[src/rtl/mips_isa_pkg.sv]
// Shared MIPS ISA definitions: opcodes, loader request kinds and the
// loader FSM state encoding. The control decoder imports the same opcodes.
package mips_isa_pkg;

  localparam logic [5:0] OP_RTYPE = 6'b000000;
  localparam logic [5:0] OP_LW    = 6'b100011;
  localparam logic [5:0] OP_SW    = 6'b101011;
  localparam logic [5:0] OP_BEQ   = 6'b000100;
  localparam logic [5:0] OP_ADDI  = 6'b001000;

  localparam logic [2:0] KIND_R    = 3'd0;
  localparam logic [2:0] KIND_LW   = 3'd1;
  localparam logic [2:0] KIND_SW   = 3'd2;
  localparam logic [2:0] KIND_BEQ  = 3'd3;
  localparam logic [2:0] KIND_ADDI = 3'd4;
  localparam logic [2:0] KIND_NOP  = 3'd5;

  typedef enum logic [1:0] {
    ST_IDLE = 2'd0,
    ST_LOAD = 2'd1,
    ST_FULL = 2'd2,
    ST_DONE = 2'd3
  } state_t;

endpackage

[src/rtl/instr_encoder_loader_if.sv]
// Request stream (valid/ready + instruction fields) and instruction-memory
// write port of the program loader.
interface instr_encoder_loader_if #(
  parameter int ADDR_W = 8
);
  logic              in_valid;
  logic              in_ready;
  logic [2:0]        in_kind;
  logic [4:0]        in_rs;
  logic [4:0]        in_rt;
  logic [4:0]        in_rd;
  logic [4:0]        in_shamt;
  logic [5:0]        in_funct;
  logic [15:0]       in_imm;
  logic              mem_we;
  logic [ADDR_W-1:0] mem_addr;
  logic [31:0]       mem_wdata;

  modport slave (
    input  in_valid, in_kind, in_rs, in_rt, in_rd, in_shamt, in_funct, in_imm,
    output in_ready, mem_we, mem_addr, mem_wdata
  );

  modport master (
    output in_valid, in_kind, in_rs, in_rt, in_rd, in_shamt, in_funct, in_imm,
    input  in_ready, mem_we, mem_addr, mem_wdata
  );
endinterface

[src/rtl/instr_field_packer.sv]
// Combinational packer: request kind + fields -> 32-bit MIPS word.
// o_valid_kind is low for the reserved kinds 6 and 7.
module instr_field_packer
  import mips_isa_pkg::*;
(
  input  logic [2:0]  i_kind,
  input  logic [4:0]  i_rs,
  input  logic [4:0]  i_rt,
  input  logic [4:0]  i_rd,
  input  logic [4:0]  i_shamt,
  input  logic [5:0]  i_funct,
  input  logic [15:0] i_imm,
  output logic [31:0] o_word,
  output logic        o_valid_kind
);

  // Select the instruction format; fields a kind does not use are dropped.
  always_comb begin
    o_word       = 32'h0000_0000;
    o_valid_kind = 1'b1;
    case (i_kind)
      KIND_R:    o_word = {OP_RTYPE, i_rs, i_rt, i_rd, i_shamt, i_funct};
      KIND_LW:   o_word = {OP_LW,    i_rs, i_rt, i_imm};
      KIND_SW:   o_word = {OP_SW,    i_rs, i_rt, i_imm};
      KIND_BEQ:  o_word = {OP_BEQ,   i_rs, i_rt, i_imm};
      KIND_ADDI: o_word = {OP_ADDI,  i_rs, i_rt, i_imm};
      KIND_NOP:  o_word = 32'h0000_0000;
      default:   o_valid_kind = 1'b0;
    endcase
  end

endmodule

[src/rtl/instr_encoder_loader.sv]
// Program loader: accepts instruction requests, encodes them and writes the
// words sequentially into instruction memory, one word per cycle.
module instr_encoder_loader
  import mips_isa_pkg::*;
#(
  parameter int ADDR_W = 8,
  parameter int DEPTH  = 256,
  parameter int ERR_W  = 8
) (
  input  logic                   clk,
  input  logic                   reset,
  input  logic                   start,
  input  logic                   finish,
  instr_encoder_loader_if.slave  bus,
  output logic [ADDR_W:0]        count,
  output logic [ERR_W-1:0]       err_cnt,
  output logic                   full,
  output logic                   done
);

  localparam logic [ADDR_W:0] LAST_IDX = (ADDR_W+1)'(DEPTH - 1);

  function automatic logic [ERR_W-1:0] sat_inc(input logic [ERR_W-1:0] v);
    return (&v) ? v : v + ERR_W'(1);
  endfunction

  state_t            r_state;
  state_t            w_next_state;
  logic [ADDR_W:0]   r_count;
  logic [ERR_W-1:0]  r_err_cnt;
  logic              r_full;
  logic              r_done;
  logic              r_vld_p1;
  logic [ADDR_W-1:0] r_addr_p1;
  logic [31:0]       r_wdata_p1;

  logic [31:0]       w_word;
  logic              w_valid_kind;
  logic              w_accept;
  logic              w_write;
  logic              w_last;
  logic              w_sess_start;

  instr_field_packer u_packer (
    .i_kind       (bus.in_kind),
    .i_rs         (bus.in_rs),
    .i_rt         (bus.in_rt),
    .i_rd         (bus.in_rd),
    .i_shamt      (bus.in_shamt),
    .i_funct      (bus.in_funct),
    .i_imm        (bus.in_imm),
    .o_word       (w_word),
    .o_valid_kind (w_valid_kind)
  );

  // Ready comes from registered state only, so it never loops back to valid.
  assign bus.in_ready = (r_state == ST_LOAD);
  assign w_accept     = bus.in_valid && bus.in_ready;
  assign w_write      = w_accept && w_valid_kind;
  assign w_last       = w_write && (r_count == LAST_IDX);
  assign w_sess_start = start && ((r_state == ST_IDLE) || (r_state == ST_DONE));

  // FSM state register.
  always_ff @(posedge clk) begin
    if (reset) r_state <= ST_IDLE;
    else       r_state <= w_next_state;
  end

  // Next-state logic; finish in LOAD wins over reaching the last address.
  always_comb begin
    w_next_state = r_state;
    case (r_state)
      ST_IDLE: if (start) w_next_state = ST_LOAD;
      ST_LOAD: begin
        if (finish)      w_next_state = ST_DONE;
        else if (w_last) w_next_state = ST_FULL;
      end
      ST_FULL: if (finish) w_next_state = ST_DONE;
      ST_DONE: if (start)  w_next_state = ST_LOAD;
      default: w_next_state = ST_IDLE;
    endcase
  end

  // ---- stage p0 -> p1: accepted request becomes a registered memory write ----
  // Session counters, flags and the write register. count doubles as the
  // write pointer since both advance only on a valid write.
  always_ff @(posedge clk) begin
    if (reset) begin
      r_count    <= '0;
      r_err_cnt  <= '0;
      r_full     <= 1'b0;
      r_done     <= 1'b0;
      r_vld_p1   <= 1'b0;
      r_addr_p1  <= '0;
      r_wdata_p1 <= '0;
    end else begin
      r_vld_p1 <= w_write;
      r_done   <= (w_next_state == ST_DONE);
      if (w_sess_start) begin
        r_count   <= '0;
        r_err_cnt <= '0;
        r_full    <= 1'b0;
      end
      if (w_write) begin
        r_addr_p1  <= r_count[ADDR_W-1:0];
        r_wdata_p1 <= w_word;
        r_count    <= r_count + (ADDR_W+1)'(1);
      end
      if (w_last) r_full <= 1'b1;
      if (w_accept && !w_valid_kind) r_err_cnt <= sat_inc(r_err_cnt);
    end
  end

  assign bus.mem_we    = r_vld_p1;
  assign bus.mem_addr  = r_addr_p1;
  assign bus.mem_wdata = r_wdata_p1;
  assign count         = r_count;
  assign err_cnt       = r_err_cnt;
  assign full          = r_full;
  assign done          = r_done;

endmodule
[src/flat_wrapper.sv]
// flat-port wrapper written by rule: the top's interface ports become plain ports
module instr_encoder_loader_flat import mips_isa_pkg::*;
#(
  parameter int ADDR_W = 8,
  parameter int DEPTH  = 256,
  parameter int ERR_W  = 8
)
  (clk, reset, start, finish, count, err_cnt, full, done, bus_in_valid, bus_in_kind, bus_in_rs, bus_in_rt, bus_in_rd, bus_in_shamt, bus_in_funct, bus_in_imm, bus_in_ready, bus_mem_we, bus_mem_addr, bus_mem_wdata);
  instr_encoder_loader_if #(.ADDR_W(ADDR_W)) bus_i ();
  input  logic clk;
  input  logic reset;
  input  logic start;
  input  logic finish;
  output logic [ADDR_W:0] count;
  output logic [ERR_W-1:0] err_cnt;
  output logic full;
  output logic done;
  input wire logic [$bits(bus_i.in_valid)-1:0] bus_in_valid;
  input wire logic [$bits(bus_i.in_kind)-1:0] bus_in_kind;
  input wire logic [$bits(bus_i.in_rs)-1:0] bus_in_rs;
  input wire logic [$bits(bus_i.in_rt)-1:0] bus_in_rt;
  input wire logic [$bits(bus_i.in_rd)-1:0] bus_in_rd;
  input wire logic [$bits(bus_i.in_shamt)-1:0] bus_in_shamt;
  input wire logic [$bits(bus_i.in_funct)-1:0] bus_in_funct;
  input wire logic [$bits(bus_i.in_imm)-1:0] bus_in_imm;
  output wire logic [$bits(bus_i.in_ready)-1:0] bus_in_ready;
  output wire logic [$bits(bus_i.mem_we)-1:0] bus_mem_we;
  output wire logic [$bits(bus_i.mem_addr)-1:0] bus_mem_addr;
  output wire logic [$bits(bus_i.mem_wdata)-1:0] bus_mem_wdata;
  assign bus_i.in_valid = bus_in_valid;
  assign bus_i.in_kind = bus_in_kind;
  assign bus_i.in_rs = bus_in_rs;
  assign bus_i.in_rt = bus_in_rt;
  assign bus_i.in_rd = bus_in_rd;
  assign bus_i.in_shamt = bus_in_shamt;
  assign bus_i.in_funct = bus_in_funct;
  assign bus_i.in_imm = bus_in_imm;
  assign bus_in_ready = bus_i.in_ready;
  assign bus_mem_we = bus_i.mem_we;
  assign bus_mem_addr = bus_i.mem_addr;
  assign bus_mem_wdata = bus_i.mem_wdata;
  instr_encoder_loader #(.ADDR_W(ADDR_W), .DEPTH(DEPTH), .ERR_W(ERR_W)) u_core (.clk(clk), .reset(reset), .start(start), .finish(finish), .bus(bus_i), .count(count), .err_cnt(err_cnt), .full(full), .done(done));
endmodule
[config.mk]
export PLATFORM = sky130hd
export DESIGN_NAME = instr_encoder_loader_flat
export DESIGN_NICKNAME = d
export VERILOG_FILES = /design/src/rtl/mips_isa_pkg.sv /design/src/rtl/instr_encoder_loader_if.sv /design/src/rtl/instr_field_packer.sv /design/src/rtl/instr_encoder_loader.sv /design/src/flat_wrapper.sv
export SDC_FILE = /design/constraint.sdc
export NUM_CORES = 1
export LEC_CHECK = 0
export ABC_AREA = 0
export CAP_MARGIN = 40
export CORE_AREA = 2 2 79 81
export CTS_CLUSTER_DIAMETER = 100
export DETAILED_ROUTE_END_ITERATION = 16
export DIE_AREA = 0 0 81 83
export PLACE_DENSITY = 0.9
export SYNTH_ARGS = -nofsm -noshare
export SYNTH_HDL_FRONTEND = slang
export SYNTH_SLANG_ARGS = --single-unit
[constraint.sdc]
create_clock -name clk -period 4.77 [get_ports clk]
set_input_delay 1.1925 -clock clk [delete_from_list [all_inputs] [get_ports clk]]
set_output_delay 1.1925 -clock clk [all_outputs]
set_load 0.02 [all_outputs]
## Yosys cells after proc, flatten, opt, wreduce, memory -nomap -nowiden

Cells that the tools add are included.

| word-level totals | value |
|---|---|
| register bits | 62 |
| input bits | 50 |
| output and inout bits | 61 |
| word-level logic and storage cells | 51 |

| operators by class | value |
|---|---|
| $add $sub $neg | 2 |
| equal/unequal tests | 11 |
| muxes and demuxes | 14 |
| reductions and logical operators | 16 |

Operators with widths:

| kind | count |
|---|---|
| $pmux 32 s5 | 1 |
| $mux 8 | 3 |
| $mux 9 | 2 |
| $add 9x1->9 const B | 1 |
| $eq 9x8->1 const B | 1 |
| $add 8x1->8 const B | 1 |
| $mux 2 | 4 |
| $reduce_and 8->1 | 1 |
| $eq 2x2->1 const B | 3 |
| $eq 3x2->1 const B | 2 |
| $eq 3x3->1 const B | 2 |
| $pmux 2 s3 | 1 |
| $reduce_bool 2->1 | 3 |
| $reduce_or 6->1 | 1 |
| $logic_and 1x1->1 | 5 |
| $eq 3x1->1 const B | 1 |
| $logic_not 3->1 | 1 |
| $mux 1 | 3 |
| $eq 2x1->1 const B | 1 |
| $logic_not 2->1 | 1 |
| $ne 2x2->1 const B | 1 |
| $reduce_and 2->1 | 1 |
| $reduce_or 2->1 | 1 |
| $logic_not 1->1 | 1 |
| $logic_or 1x1->1 | 1 |

## Logic depth before layout (Yosys ltp)

Gate-level depths: netlist (run 1).

| logic depth | value |
|---|---|
| depth in word-level cells | 9 |
| gate-level depth with buffers | 7 |
| depth with buffers taken out | 6 |

## Hierarchy

Synthesis (run 1) repeated with hierarchy kept, for this count alone.

| second synthesis, totals | value |
|---|---|
| cell total of the unflattened synthesis | 395 |
| area total of the unflattened synthesis | 3200.6 um^2 |

By module, submodules not included:

| module | instances | cells each | area each (um^2) | sequential area each (um^2) |
|---|---|---|---|---|
| instr_encoder_loader | 1 | 318 | 2591.2 | 1241.2 |
| instr_field_packer | 1 | 77 | 609.3 | 0.0 |

## Least setup slack after synthesis (run 1)

Ideal clock, no wire load.

| timing | value |
|---|---|
| kind | input -> register |
| start | input bus_in_kind[2] |
| end | register u_core.r_wdata_p1[10] (netlist: u_core.bus.mem_wdata[10]) |
| setup time | 0.132 ns |
| data arrival time | 2.354 ns |
| setup slack | 2.284 ns |
| stages | 6 |
| cells stage by stage | buf_2 nor3_2 nor2_1 buf_2 a221oi_1 nor3_1 |

| on the way | value |
|---|---|
| word-level cells in the longest chain between the ends | 4 |

RTL lines:

| item | line | RTL |
|---|---|---|
| start, declared | flat_wrapper.sv:19 | `input wire logic [$bits(bus_i.in_kind)-1:0] bus_in_kind;` |
| $eq 3x3->1, or another cell as far along | instr_field_packer.sv:21 | `case (i_kind)` |
| $reduce_or 6->1 (no source line) | n/a |  |
| $mux 1 | instr_field_packer.sv:21 |  |
| $logic_and 1x1->1 | instr_encoder_loader.sv:59 | `assign w_write = w_accept && w_valid_kind;` |
| end signal, assigned | instr_encoder_loader.sv:106 | `r_wdata_p1 <= w_word;` |
| end, declared | instr_encoder_loader.sv:35 | `logic [31:0] r_wdata_p1;` |

Parallel ways exist; a longest one is shown, timed or not.
A chain may end at the register's enable or synchronous reset.

## Worst setup path after layout (run 1)

| timing | value |
|---|---|
| start | input bus_in_kind[1] |
| end | register u_core.r_wdata_p1[21] (netlist: u_core.bus.mem_wdata[21]) |

The elaborated chain is that of the path after synthesis.

==> summary.txt, run 1 <==
Placement
  – Total placed cells including tap cells: approximately 460
  – Post-place setup slack: between 1 and 1.5 ns
  – HPWL Detailed: between 4 and 5 mm
  – Routability congestion estimate: roughly 0.80
  – # port buffers: approximately 110

Global route
  – Largest net degree at the start of global routing: 46
  – Number of global-route vias before repair: 2619
  – Global-route wire length before repair: approximately 12 mm
  – Gr usage total: between 20% and 30%
  – Initial antenna violation count: 0
  – Congestion Overflow GR: 0

CTS
  – Hold_buf cts: 0
  – Clock transition at path regs: ~0.060 ns
  – Num CTS Buffers: 9
  – H-tree depth: 3
  – CTS tree: built
  – CTS-repair resized insts: 0
  – Skew-Pair Late Insertion Delay: about 0.32 ns
  – Clock tree buffer depth: 2
  – CTS sink cnt: between 50 and 60
  – Setup Buffers After CTS: 0
  – Clock root cell: clkbuf_8

Critical path
  – Slowest stage delay, CP: ~0.63 ns
  – R2R cell count: 5
  – Crit-path slowest cell: nor2_4
  – Crit path buf inv count: 1
  – Required @ worst endpoint: ~5 ns
  – Critical path's top delay family: simple AND/OR/NAND/NOR gates
  – Worst setup path class: in -> reg
  – CP Capture Type: flop
  – Crit start category: primary input
  – Instance count on the critical path: 5
  – Crit-path cells: clkdlybuf4s50_1, and2_2, nor2_4, nor2_2, a22o_1
  – CP arrival: 3.28 ns
  – CP Max Fanout: 36

Pwr
  – Internal Power: between 0.9 and 1 mW
  – NetSw: ~0.43 mW
  – PD cells: ~370 mW/mm^2
  – Combinational fraction of design power: 28.1%
  – Peak VDD IR: between 0.2 and 0.25 mV
  – Sw frac: between 30% and 40%
  – Reg power frac: about two fifths
  – Leak pwr: between 1 and 1.5 nW
  – Clock Power Share: 31.8%

Min path
  – Hold path depth: 2
  – Hold Crit Class: reg -> reg

STA
  – Worst Tran Pin Value: ~0.85 ns
  – Max_slew headroom: 43.2%
  – Min Hold Slack: 0.458 ns
  – Fmax: approximately 330 MHz
  – Hold Vio Cnt, Final: 0
  – Fin worst setup slack: between 1.5 and 2 ns
  – Fin crit period: 3.07 ns
  – Crit share post-route: between 60% and 70%
  – RSZ-0062 raised after global routing: false
  – Total negative slack: 0 ns
  – Clock skew: slightly below 0.007 ns
  – Final setup vio count: 0
  – Slew Viols, Final: 0

Final layout
  – Area delta synth->final: 50.2%
  – Fin util: around two thirds
  – Fraction of layout cells with a size suffix above 1: 5.76%
  – Final std cells w/o fill: 474
  – Nets@finish: about 450
  – Antenna cells: 0

Drt
  – DRC: 0
  – Via count: between 2k and 3k
  – Routed WL per cell: roughly 14 microns
  – Final ANT Viol Nets: 0
  – 1st-iter DRT viols: approximately 130
  – Routed WL: roughly 6.8 mm
  – DR vias/cell: roughly 5.5
  – Pre-antenna DRT Iters: 4

Synthesis
  – Number of flops mapped to enable cells by yosys: 0
  – Sequential share of the synthesized area: 46.0%
  – Unique masters post-synth: 49
  – Asr flop ratio synth: 0%
  – Synthesis warning total: 0
  – Cells after Synth: about 290
  – Main synth FF type: dfxtp_1
  – Post-synth net total: around 350
  – Seq cells post-synth: 59
  – Post-synthesis area per instance: ~8.8 sq um
  – Cell Area, Synth: between 0.002 and 0.003 sq mm

Status
  – Status: complete, no violations

Floorplanning
  – Die area: around 0.0067 sq mm
  – CORE AREA: 0.00582 sq mm
  – IO Count: about 110
  – Initial core utilization: between 40% and 50%
  – FP Rows: 28
  – Vert. Die Dim: ~83 microns
  – Die width: 81 microns

Job
  – Max Cap Viol: 0
layer usage:
layer	global-route usage [%]	share of wire [%]	vias to the layer above
met5	0	0	-
met4	9.55	2.0	0
met3	7.39	8.2	14
met2	36.6	49	101
met1	23.5	41	1210
li1	-	-	1274
worst reg2reg max path, delay by kind of cell (launching register included):
family,cells,cell delay [ns]
flops,1,0.40
simple gates,3,1.25
compound gates,1,0.30
fa+ha+maj,1,0.25
sequential cells by signal (all words and copies together) (netlist names):
register / cells
u_core.r_state: 2
u_core.count: 9
u_core.done: 1
u_core.err_cnt: 8
u_core.bus.mem_we: 1
u_core.bus.mem_addr: 8
u_core.full: 1
u_core.bus.mem_wdata: 29
logic make-up after synthesis:
group / count (synthesis) / share of synthesized area (%)
adder cells (fa/ha/maj): 6 / 2.92
flip-flops: 59 / 46.0
AND/OR/NAND/NOR: 119 / 22.8
XOR/XNOR: 2 / 0.682
other: 1 / 0.146
AO/OA/AOI/OAI: 79 / 21.7
multiplexers: 2 / 0.779
buffers and inverters: 25 / 5.01
path summary, 6_finish.rpt:
kind	startpoint	to	slack (ns)
max	bus_in_kind[1]	u_core.bus.mem_wdata[21]	1.70
min reg2reg	u_core.bus.mem_addr[1]	u_core.bus.mem_addr[1]	0.46
max reg2reg	u_core.r_state[0]	u_core.bus.mem_wdata[21]	2.45
min	u_core.bus.mem_addr[1]	u_core.bus.mem_addr[1]	0.46
power by group through the flow:
stage	logic, mW	clock network [mW]	registers (mW)
2_1_floorplan	0.173	0	0.629
3_3_place_gp	0.382	0	0.579
3_5_place_dp	0.397	0	0.580
4_1_cts	0.400	0.458	0.570
5_1_grt	0.434	0.482	0.575
6_report	0.398	0.451	0.570
stage by stage:
step                area [sq um]  power [mW]
finish                      3860        1.42
global route                3860        1.49
CTS                         3860        1.43
detailed placement          3670       0.977
global placement            3640       0.961
floorplan                   2570       0.802
Yosys cell counts (2+ instances only):
| master | instances | area share [%] |
|---|---|---|
| mux2i_1 | 2 | 0.78 |
| nor3_2 | 2 | 0.78 |
| a21boi_1 | 2 | 0.58 |
| or4_1 | 2 | 0.58 |
| o31ai_1 | 2 | 0.58 |
| o21a_1 | 2 | 0.58 |
| buf_2 | 4 | 0.78 |
| nand3b_1 | 2 | 0.58 |
| buf_6 | 2 | 0.88 |
| clkbuf_1 | 11 | 1.6 |
| a21oi_1 | 22 | 4.3 |
| o22ai_1 | 2 | 0.49 |
| ha_1 | 6 | 2.9 |
| nand3_1 | 5 | 0.97 |
| nand2b_1 | 3 | 0.73 |
| o21ai_0 | 8 | 1.6 |
| a221oi_1 | 16 | 5.5 |
| and3_1 | 4 | 0.97 |
| inv_1 | 4 | 0.58 |
| dfxtp_1 | 59 | 46 |
| a21boi_0 | 2 | 0.58 |
| nor3_1 | 22 | 4.3 |
| a311oi_1 | 3 | 1.0 |
| buf_4 | 4 | 1.2 |
| a22o_1 | 10 | 3.4 |
| and4_1 | 4 | 1.4 |
| nand2_1 | 33 | 4.8 |
| a31oi_1 | 3 | 0.73 |
| and2_1 | 2 | 0.49 |
| nor2_1 | 31 | 4.5 |
cell type report:
type                    count  area, sq um
flip-flops and latches     59         1180
multi-input cells         209         1260
fillers                   493         1960
repair buffers            112         1120
well taps                  75         93.8
clock buffers              13          159
inverters                   4         15.0
clock inverters             2         35.0
cells in the final DEF (no fill, tap or decap), drive strengths merged, types with 2 or more instances in the layout:
cell,Yosys,routed
a21boi,4,4
a21oi,22,22
a221oi,16,16
a22o,10,10
a311oi,3,3
a31oi,3,3
and2,3,3
and3,4,4
and4,5,5
buf,10,4
clkbuf,11,13
clkdlybuf4s50,0,108
dfxtp,59,59
ha,6,6
inv,4,4
mux2i,2,2
nand2,33,33
nand2b,3,3
nand3,5,5
nand3b,2,2
nor2,33,33
nor3,24,24
o21a,2,2
o21ai,8,8
o22ai,2,2
o31ai,2,2
or4,2,2
(Power assumes the default switching activity.)
==> inputs of run 2 (changes only) <==
CORE_AREA = 2 2 86 88   (was 2 2 79 81)
DIE_AREA = 0 0 88 90   (was 0 0 81 83)
PLACE_DENSITY = 0.81   (was 0.9)
clock period = 2.5 ns   (was 4.77 ns; I/O delays follow)
==> run 2 against run 1 <==
Total power up 95%; count of clock-buffer cells in the layout grew 2; setup slack got worse by 1.5 ns; non-clock buffer count rose by 12; global-route usage is 3.6 points lower; register-to-register slack got worse by 1.9 ns; highest routed layer unchanged.
==> summary.txt, run 2 (same netlist as run 1, synthesis figures left out) <==
Critical path
  – CP arrival: 1.63 ns (-1.65 ns)
  – R2R cell count: 6 (+1)
  – CP Capture Type: primary output
  – Required @ worst endpoint: 1.88 ns (-3.10 ns)
  – CP endpoint: bus_in_ready
  – Reg-to-Reg Start: u_core.r_state[0]
  – CP Max Fanout: 5 (-86%)
  – Crit path launch: u_core.r_state[0]
  – Register-to-register setup slack: 0.60 ns (-1.85 ns)
  – Reg2reg end: u_core.err_cnt[4]
  – Crit start category: flop
  – Worst setup path class: reg -> out

Pwr
  – Reg power frac: 39.3% (-0.8 points)
  – NetSw: 0.827 mW (+91%)
  – Combinational fraction of design power: 28.2% (about the same)
  – Sw frac: 29.9% (-0.55 points)
  – Leak pwr: 1.42 nW (+4.4%)
  – Peak VDD IR: 0.346 mV (+58%)
  – Internal Power: 1.94 mW (+96%)
  – PD cells: 694 mW/mm^2 (+89%)
  – Clock Power Share: 32.5% (+0.7 points)

Floorplanning
  – CORE AREA: 0.00702 sq mm (+21%)
  – Initial core utilization: 36.6% (-7.6 points)
  – Die width: 88 microns (+8.6%)
  – IO Count: 111 (unchanged)
  – Die area: 0.00792 sq mm (+18%)
  – Vert. Die Dim: 90 microns (+8.4%)
  – FP Rows: 31 (+11%)

Placement
  – Routability congestion estimate: 0.809 (+1.6%)
  – # port buffers: 109 (unchanged)
  – Area post-placement: 0.00378 sq mm (+3.1%)
  – HPWL Detailed: 5.08 mm (+2.2%)

Final layout
  – Most frequent cells in the layout: 108 x clkdlybuf4s50_1, 59 x dfxtp_1, 33 x nand2_1, 31 x nor2_1
  – Max reg flops: 29 (unchanged)
  – Area delta synth->final: 55.1%
  – Reg area: 0.00118 sq mm (unchanged)
  – Design area: 0.00399 sq mm (+3.2%)
  – Fraction of layout cells with a size suffix above 1: 8.50% (+2.7 points)
  – Nets@finish: 463 (+2.7%)
  – Multi-input logic area: 0.00126 sq mm (unchanged)
  – Fill count: 646 (+31%)
  – Commonest non-fill, non-tap cell in the layout: clkdlybuf4s50_1
  – Antenna cells: 0 (unchanged)

STA
  – Slew Viols, Final: 0 (unchanged)
  – Final setup vio count: 0 (unchanged)
  – RSZ-0062 raised after global routing: false
  – Clock skew: 0.00520 ns (-0.00160 ns)
  – Min Hold Slack: 0.454 ns (-0.00449 ns)
  – Crit share post-route: roughly 90%
  – Hold Vio Cnt, Final: 0 (unchanged)
  – Fmax: 443 MHz
  – Fin crit period: about 2.3 ns

CTS
  – Skew-Pair Late Insertion Delay: 0.33 ns (about the same)
  – H-tree depth: 3 (unchanged)
  – Setup Buffers After CTS: 0 (unchanged)
  – Clock root cell: clkbuf_8
  – CTS tree: built
  – Clock tree buffer depth: 2 (unchanged)
  – Clock transition at path regs: 0.06 ns (about the same)
  – CTS sink cnt: 59 (unchanged)
  – CTS-repair resized insts: 0 (unchanged)
  – Num CTS Buffers: 9 (unchanged)
  – Hold_buf cts: 0 (unchanged)

Global route
  – Initial antenna violation count: 0 (unchanged)
  – Number of global-route vias before repair: 2511 (-4.1%)
  – Gr usage total: 17.8% (-3.6 points)
  – Largest net degree at the start of global routing: 26 (-43%)
  – Congestion Overflow GR: 0 (unchanged)
  – Global-route wire length before repair: 11.2 mm (-2.7%)

Job
  – Max Cap Viol: 0 (unchanged)

Min path
  – Origin of the worst min-delay path: u_core.bus.mem_addr[6]
  – Hold Crit Class: reg -> reg

Drt
  – DR vias/cell: 5.11 (-6.8%)
  – Final ANT Viol Nets: 0 (unchanged)
  – 1st-iter DRT viols: 108 (-19%)
  – DRC: 0 (unchanged)
  – Routed WL: 6.83 mm (+0.18%)
  – Pre-antenna DRT Iters: 4 (unchanged)
  – Routed WL per cell: 13.4 microns (-7.1%)
  – Via count: 2610 (+0.42%)

Status
  – Status: complete, no violations
-- run 2: cell types whose count changed in the layout (fill, tap and decap cells not counted), sizes merged --
| cell | delta |
|---|---|
| clkinv | -1 |
| clkbuf | +2 |
| buf | +12 |
-- run 2: power groups by stage --
stage,Clock [mW],Combinational (mW),Sequential (mW)
6_report,0.899,0.781,1.09
5_1_grt,0.967,0.853,1.10
4_1_cts,0.925,0.786,1.09
3_5_place_dp,0,0.781,1.11
3_3_place_gp,0,0.765,1.10
2_1_floorplan,0,0.330,1.20
-- run 2: per-stage QoR --
step	setup TNS [ns]	power, mW	setup slack [ns]	std cells	util [%]
after floorplan	0	1.53	0.582	293	-
after global placement	-2.23	1.87	-0.153	494	53.7
after detailed placement	-0.000312	1.89	-0.000312	495	53.8
after CTS	0	2.80	0.215	511	56.8
after global routing	0	2.92	0.158	511	56.8
final	0	2.77	0.243	511	56.8
-- run 2: layout make-up --
type / instances / area share, %
multi-input cells: 209 / 31.6
repair buffers: 124 / 30.1
flip-flops and latches: 59 / 29.6
clock buffers: 15 / 4.43
well taps: 99 / 3.11
clock inverters: 1 / 0.754
inverters: 4 / 0.377
-- run 2: worst min path at each step --
stage,endpoint,cells after the start,slack (ns)
6_report,u_core.bus.mem_addr[6],2,0.45
5_1_grt,u_core.bus.mem_addr[4],2,0.48
4_1_cts,u_core.bus.mem_addr[6],2,0.46
3_5_place_dp,u_core.bus.mem_addr[6],2,0.45
3_3_place_gp,u_core.bus.mem_addr[2],2,0.45
2_1_floorplan,u_core.full,2,0.53
-- run 2: worst max-delay path: stages, from the launching register on --
cell,delay (ns)
dfxtp_1,0.41
ha_1,0.26
clkdlybuf4s50_1,0.64
-- run 2: metal layers --
layer,GRT usage [%],share of wire (%),up-vias
met3,6.34,5.7,15
met2,28.1,49,87
met4,7.18,2.1,0
met1,21.8,43,1209
li1,-,-,1299
met5,0,0,-
==> inputs of run 3 (changes only) <==
ABC_AREA = 1   (was 0)
CORE_AREA = 2 2 89 91   (was 2 2 86 88)
DIE_AREA = 0 0 91 93   (was 0 0 88 90)
PLACE_DENSITY = 0.82   (was 0.81)
==> run 3 against run 2 <==
Synthesized cell count is 35% higher; setup slack better by 0.083 ns; first-iteration DRC count is 35% higher; total power is 2.1% lower; sequential share of layout area is 1.3 points lower; critical path type unchanged; largest cell class unchanged; largest power group unchanged.
==> summary.txt, run 3 <==
Placement
  – Total placed cells including tap cells: 591 (+19%)
  – Post-place setup slack: 0.293 ns (+0.293 ns)
  – Area post-placement: 0.00401 sq mm (+6.0%)
  – Routability congestion estimate: 0.939 (+16%)
  – HPWL Detailed: 5.73 mm (+13%)
  – # port buffers: 109 (unchanged)

Drt
  – Routed WL: 7.77 mm (+14%)
  – DR vias/cell: 4.88 (-4.5%)
  – 1st-iter DRT viols: 146 (+35%)
  – DRC: 0 (unchanged)
  – Pre-antenna DRT Iters: 4 (unchanged)
  – Via count: 2952 (+13%)
  – Routed WL per cell: 12.8 microns (-3.9%)
  – Final ANT Viol Nets: 0 (unchanged)

STA
  – Final setup vio count: 0 (unchanged)
  – RSZ-0062 raised after global routing: false
  – Clock skew: 0.00604 ns (+0.000839 ns)
  – Total negative slack: 0 ns (unchanged)
  – Fin worst setup slack: 0.326 ns (+0.0834 ns)
  – Fmax: 460 MHz (+3.8%)
  – Fin crit period: 2.17 ns (-0.0834 ns)
  – Hold Vio Cnt, Final: 0 (unchanged)
  – Crit share post-route: 86.9% (-3.3 points)
  – Slew Viols, Final: 0 (unchanged)

Floorplanning
  – FP Rows: 32 (+3.2%)
  – Die area: 0.00846 sq mm (+6.9%)
  – CORE AREA: 0.00753 sq mm (+7.2%)
  – Vert. Die Dim: 93 microns (+3.3%)
  – IO Count: 111 (unchanged)
  – Die width: 91 microns (+3.4%)
  – Initial core utilization: 38.6% (+2.0 points)

Critical path
  – Reg2reg end: u_core.r_state[0]
  – Reg-to-Reg Start: u_core.count[1]
  – CP Capture Type: primary output
  – Required @ worst endpoint: 1.88 ns (about the same)
  – Crit-path cells: ha_1, clkdlybuf4s50_1
  – CP Max Fanout: 5 (unchanged)
  – Crit-path slowest cell: clkdlybuf4s50_1
  – CP arrival: 1.55 ns (-0.08 ns)
  – Slowest stage delay, CP: 0.61 ns (-0.03 ns)
  – Register-to-register setup slack: 0.72 ns (+0.12 ns)
  – Crit start category: flop
  – Worst setup path class: reg -> out
  – R2R cell count: 9 (+3)

Synthesis
  – Post-synthesis area per instance: 7.36 sq um (-16%)
  – Unique masters post-synth: 32 (-35%)
  – Synth top area share: 40.7% (-5.3 points)
  – Synth top cells by count: 95 x nand2_1, 59 x dfxtp_1, 41 x a21oi_1, 39 x nand3_1, 34 x inv_1
  – Synth top area cells: dfxtp_1 41%, nand2_1 12%, a21oi_1 7.1%, nand3_1 6.7%, o21ai_0 4.5%
  – Sequential share of the synthesized area: 40.7% (-5.3 points)
  – Count leader, synth: nand2_1
  – Number of flops mapped to enable cells by yosys: 0 (unchanged)
  – Main synth FF type: dfxtp_1
  – Leading area contributor after synthesis: dfxtp_1
  – Post-synth net total: 451 (+29%)
  – Cell Area, Synth: 0.00291 sq mm (+13%)
  – Seq cells post-synth: 59 (unchanged)
  – Asr flop ratio synth: 0% (unchanged)
  – Synthesis warning total: 0 (unchanged)
  – Cells after Synth: 395 (+35%)

CTS
  – Clock transition at path regs: 0.06 ns (about the same)
  – Skew-Pair Late Insertion Delay: 0.33 ns (about the same)
  – Num CTS Buffers: 9 (unchanged)
  – CTS sink cnt: 59 (unchanged)
  – Setup Buffers After CTS: 0 (unchanged)
  – Hold_buf cts: 0 (unchanged)
  – CTS tree: built
  – H-tree depth: 3 (unchanged)
  – CTS-repair resized insts: 0 (unchanged)
  – Clock tree buffer depth: 2 (unchanged)
  – Clock root cell: clkbuf_8

Final layout
  – Design area: 0.00417 sq mm (+4.7%)
  – Area delta synth->final: 43.6%
  – Antenna cells: 0 (unchanged)
  – Nets@finish: 556 (+20%)
  – Final std cells w/o fill: 605 (+18%)
  – Fraction of layout cells with a size suffix above 1: 9.54% (+1.0 points)
  – Most frequent cells in the layout: 109 x clkdlybuf4s50_1, 95 x nand2_1, 59 x dfxtp_1, 41 x a21oi_1, 39 x nand3_1
  – Max reg flops: 29 (unchanged)
  – Commonest non-fill, non-tap cell in the layout: clkdlybuf4s50_1

Global route
  – Grt met1 use: 22.0% (+0.11 points)
  – GRT met3 Usage: 5.40% (-0.94 points)
  – Initial antenna violation count: 0 (unchanged)
  – Largest net degree at the start of global routing: 27 (+3.8%)
  – Number of global-route vias before repair: 2793 (+11%)
  – Congestion Overflow GR: 0 (unchanged)
  – Global-route wire length before repair: 12.8 mm (+14%)
  – Gr usage total: 18.7% (+0.91 points)
  – Most used routing layer: met2
  – Met2 global-route usage: 31.9% (+3.8 points)

Min path
  – Origin of the worst min-delay path: u_core.bus.mem_wdata[14]
  – WHS Endpoint: u_core.bus.mem_wdata[14]
  – Hold Crit Class: reg -> reg
  – Hold path depth: 2 (unchanged)

Pwr
  – Final Power: 2.71 mW (-2.1%)
  – Leak pwr: 1.62 nW (+14%)
  – PD cells: 650 mW/mm^2 (-6.4%)
  – Peak VDD IR: 0.299 mV (-14%)

Status
  – Status: complete, no violations

Job
  – Max Cap Viol: 0 (unchanged)
[run 3: cell types whose count changed after synthesis, sizes merged, moves of 19 or more]
cell   before  now
o21ai       8   38
nor3       24    1
inv         4   36
nand2      33  103
a21oi      22   41
nand3       5   39
[run 3: report_power, final]
group          total, mW  switching (mW)  internal, mW
clock              0.753           0.356         0.397
sequential          1.10          0.0660          1.04
combinational      0.853           0.483         0.370
total               2.71           0.904          1.81
[run 3: cells by family after synthesis]
group,after synthesis,synth area share (%)
other cells,1,0.129
buf+inv,59,10.6
simple gates,180,28.1
fa+ha+maj,6,2.58
flops,59,40.7
compound gates,90,17.9
[run 3: worst max path at each step]
stage / endpoint / cells past startpoint / startpoint / slack (ns)
6_report: bus_in_ready / 2 / u_core.r_state[0] / 0.33
5_1_grt: bus_in_ready / 2 / u_core.r_state[0] / 0.26
4_1_cts: bus_in_ready / 2 / u_core.r_state[0] / 0.30
3_5_place_dp: u_core.r_state[0] / 8 / bus_in_kind[1] / 0.29
3_3_place_gp: u_core.bus.mem_wdata[15] / 7 / bus_in_kind[2] / 0.39
2_1_floorplan: u_core.r_state[0] / 9 / u_core.count[1] / 0.84
[run 3: metrics by stage]
step / util (%) / hold WS, ns
3_3_place_gp: 53.2 / 0.456
6_report: 55.4 / 0.471
5_1_grt: 55.4 / 0.492
2_1_floorplan: - / 0.536
3_5_place_dp: 53.2 / 0.466
4_1_cts: 55.4 / 0.477
[run 3: final cells by class]
class,instances,area (sq um)
fillers,743,3360
inverters,38,144
clock buffers,11,151
clock inverters,3,15.0
repair buffers,115,1140
multi-input cells,277,1420
well taps,102,128
flip-flops and latches,59,1180
[run 3: layer usage]
layer	routed length [microns]	vias up
met5	0	-
met4	146	0
met3	536	16
met1	3290	1334
li1	-	1495
met2	3800	107
[run 3: worst max-delay path: cells and delay by family (launching register included)]
| family | cells | cell delay (ns) |
|---|---|---|
| adders and majority gates | 1 | 0.20 |
| buffers and inverters | 1 | 0.61 |
| DFF | 1 | 0.41 |
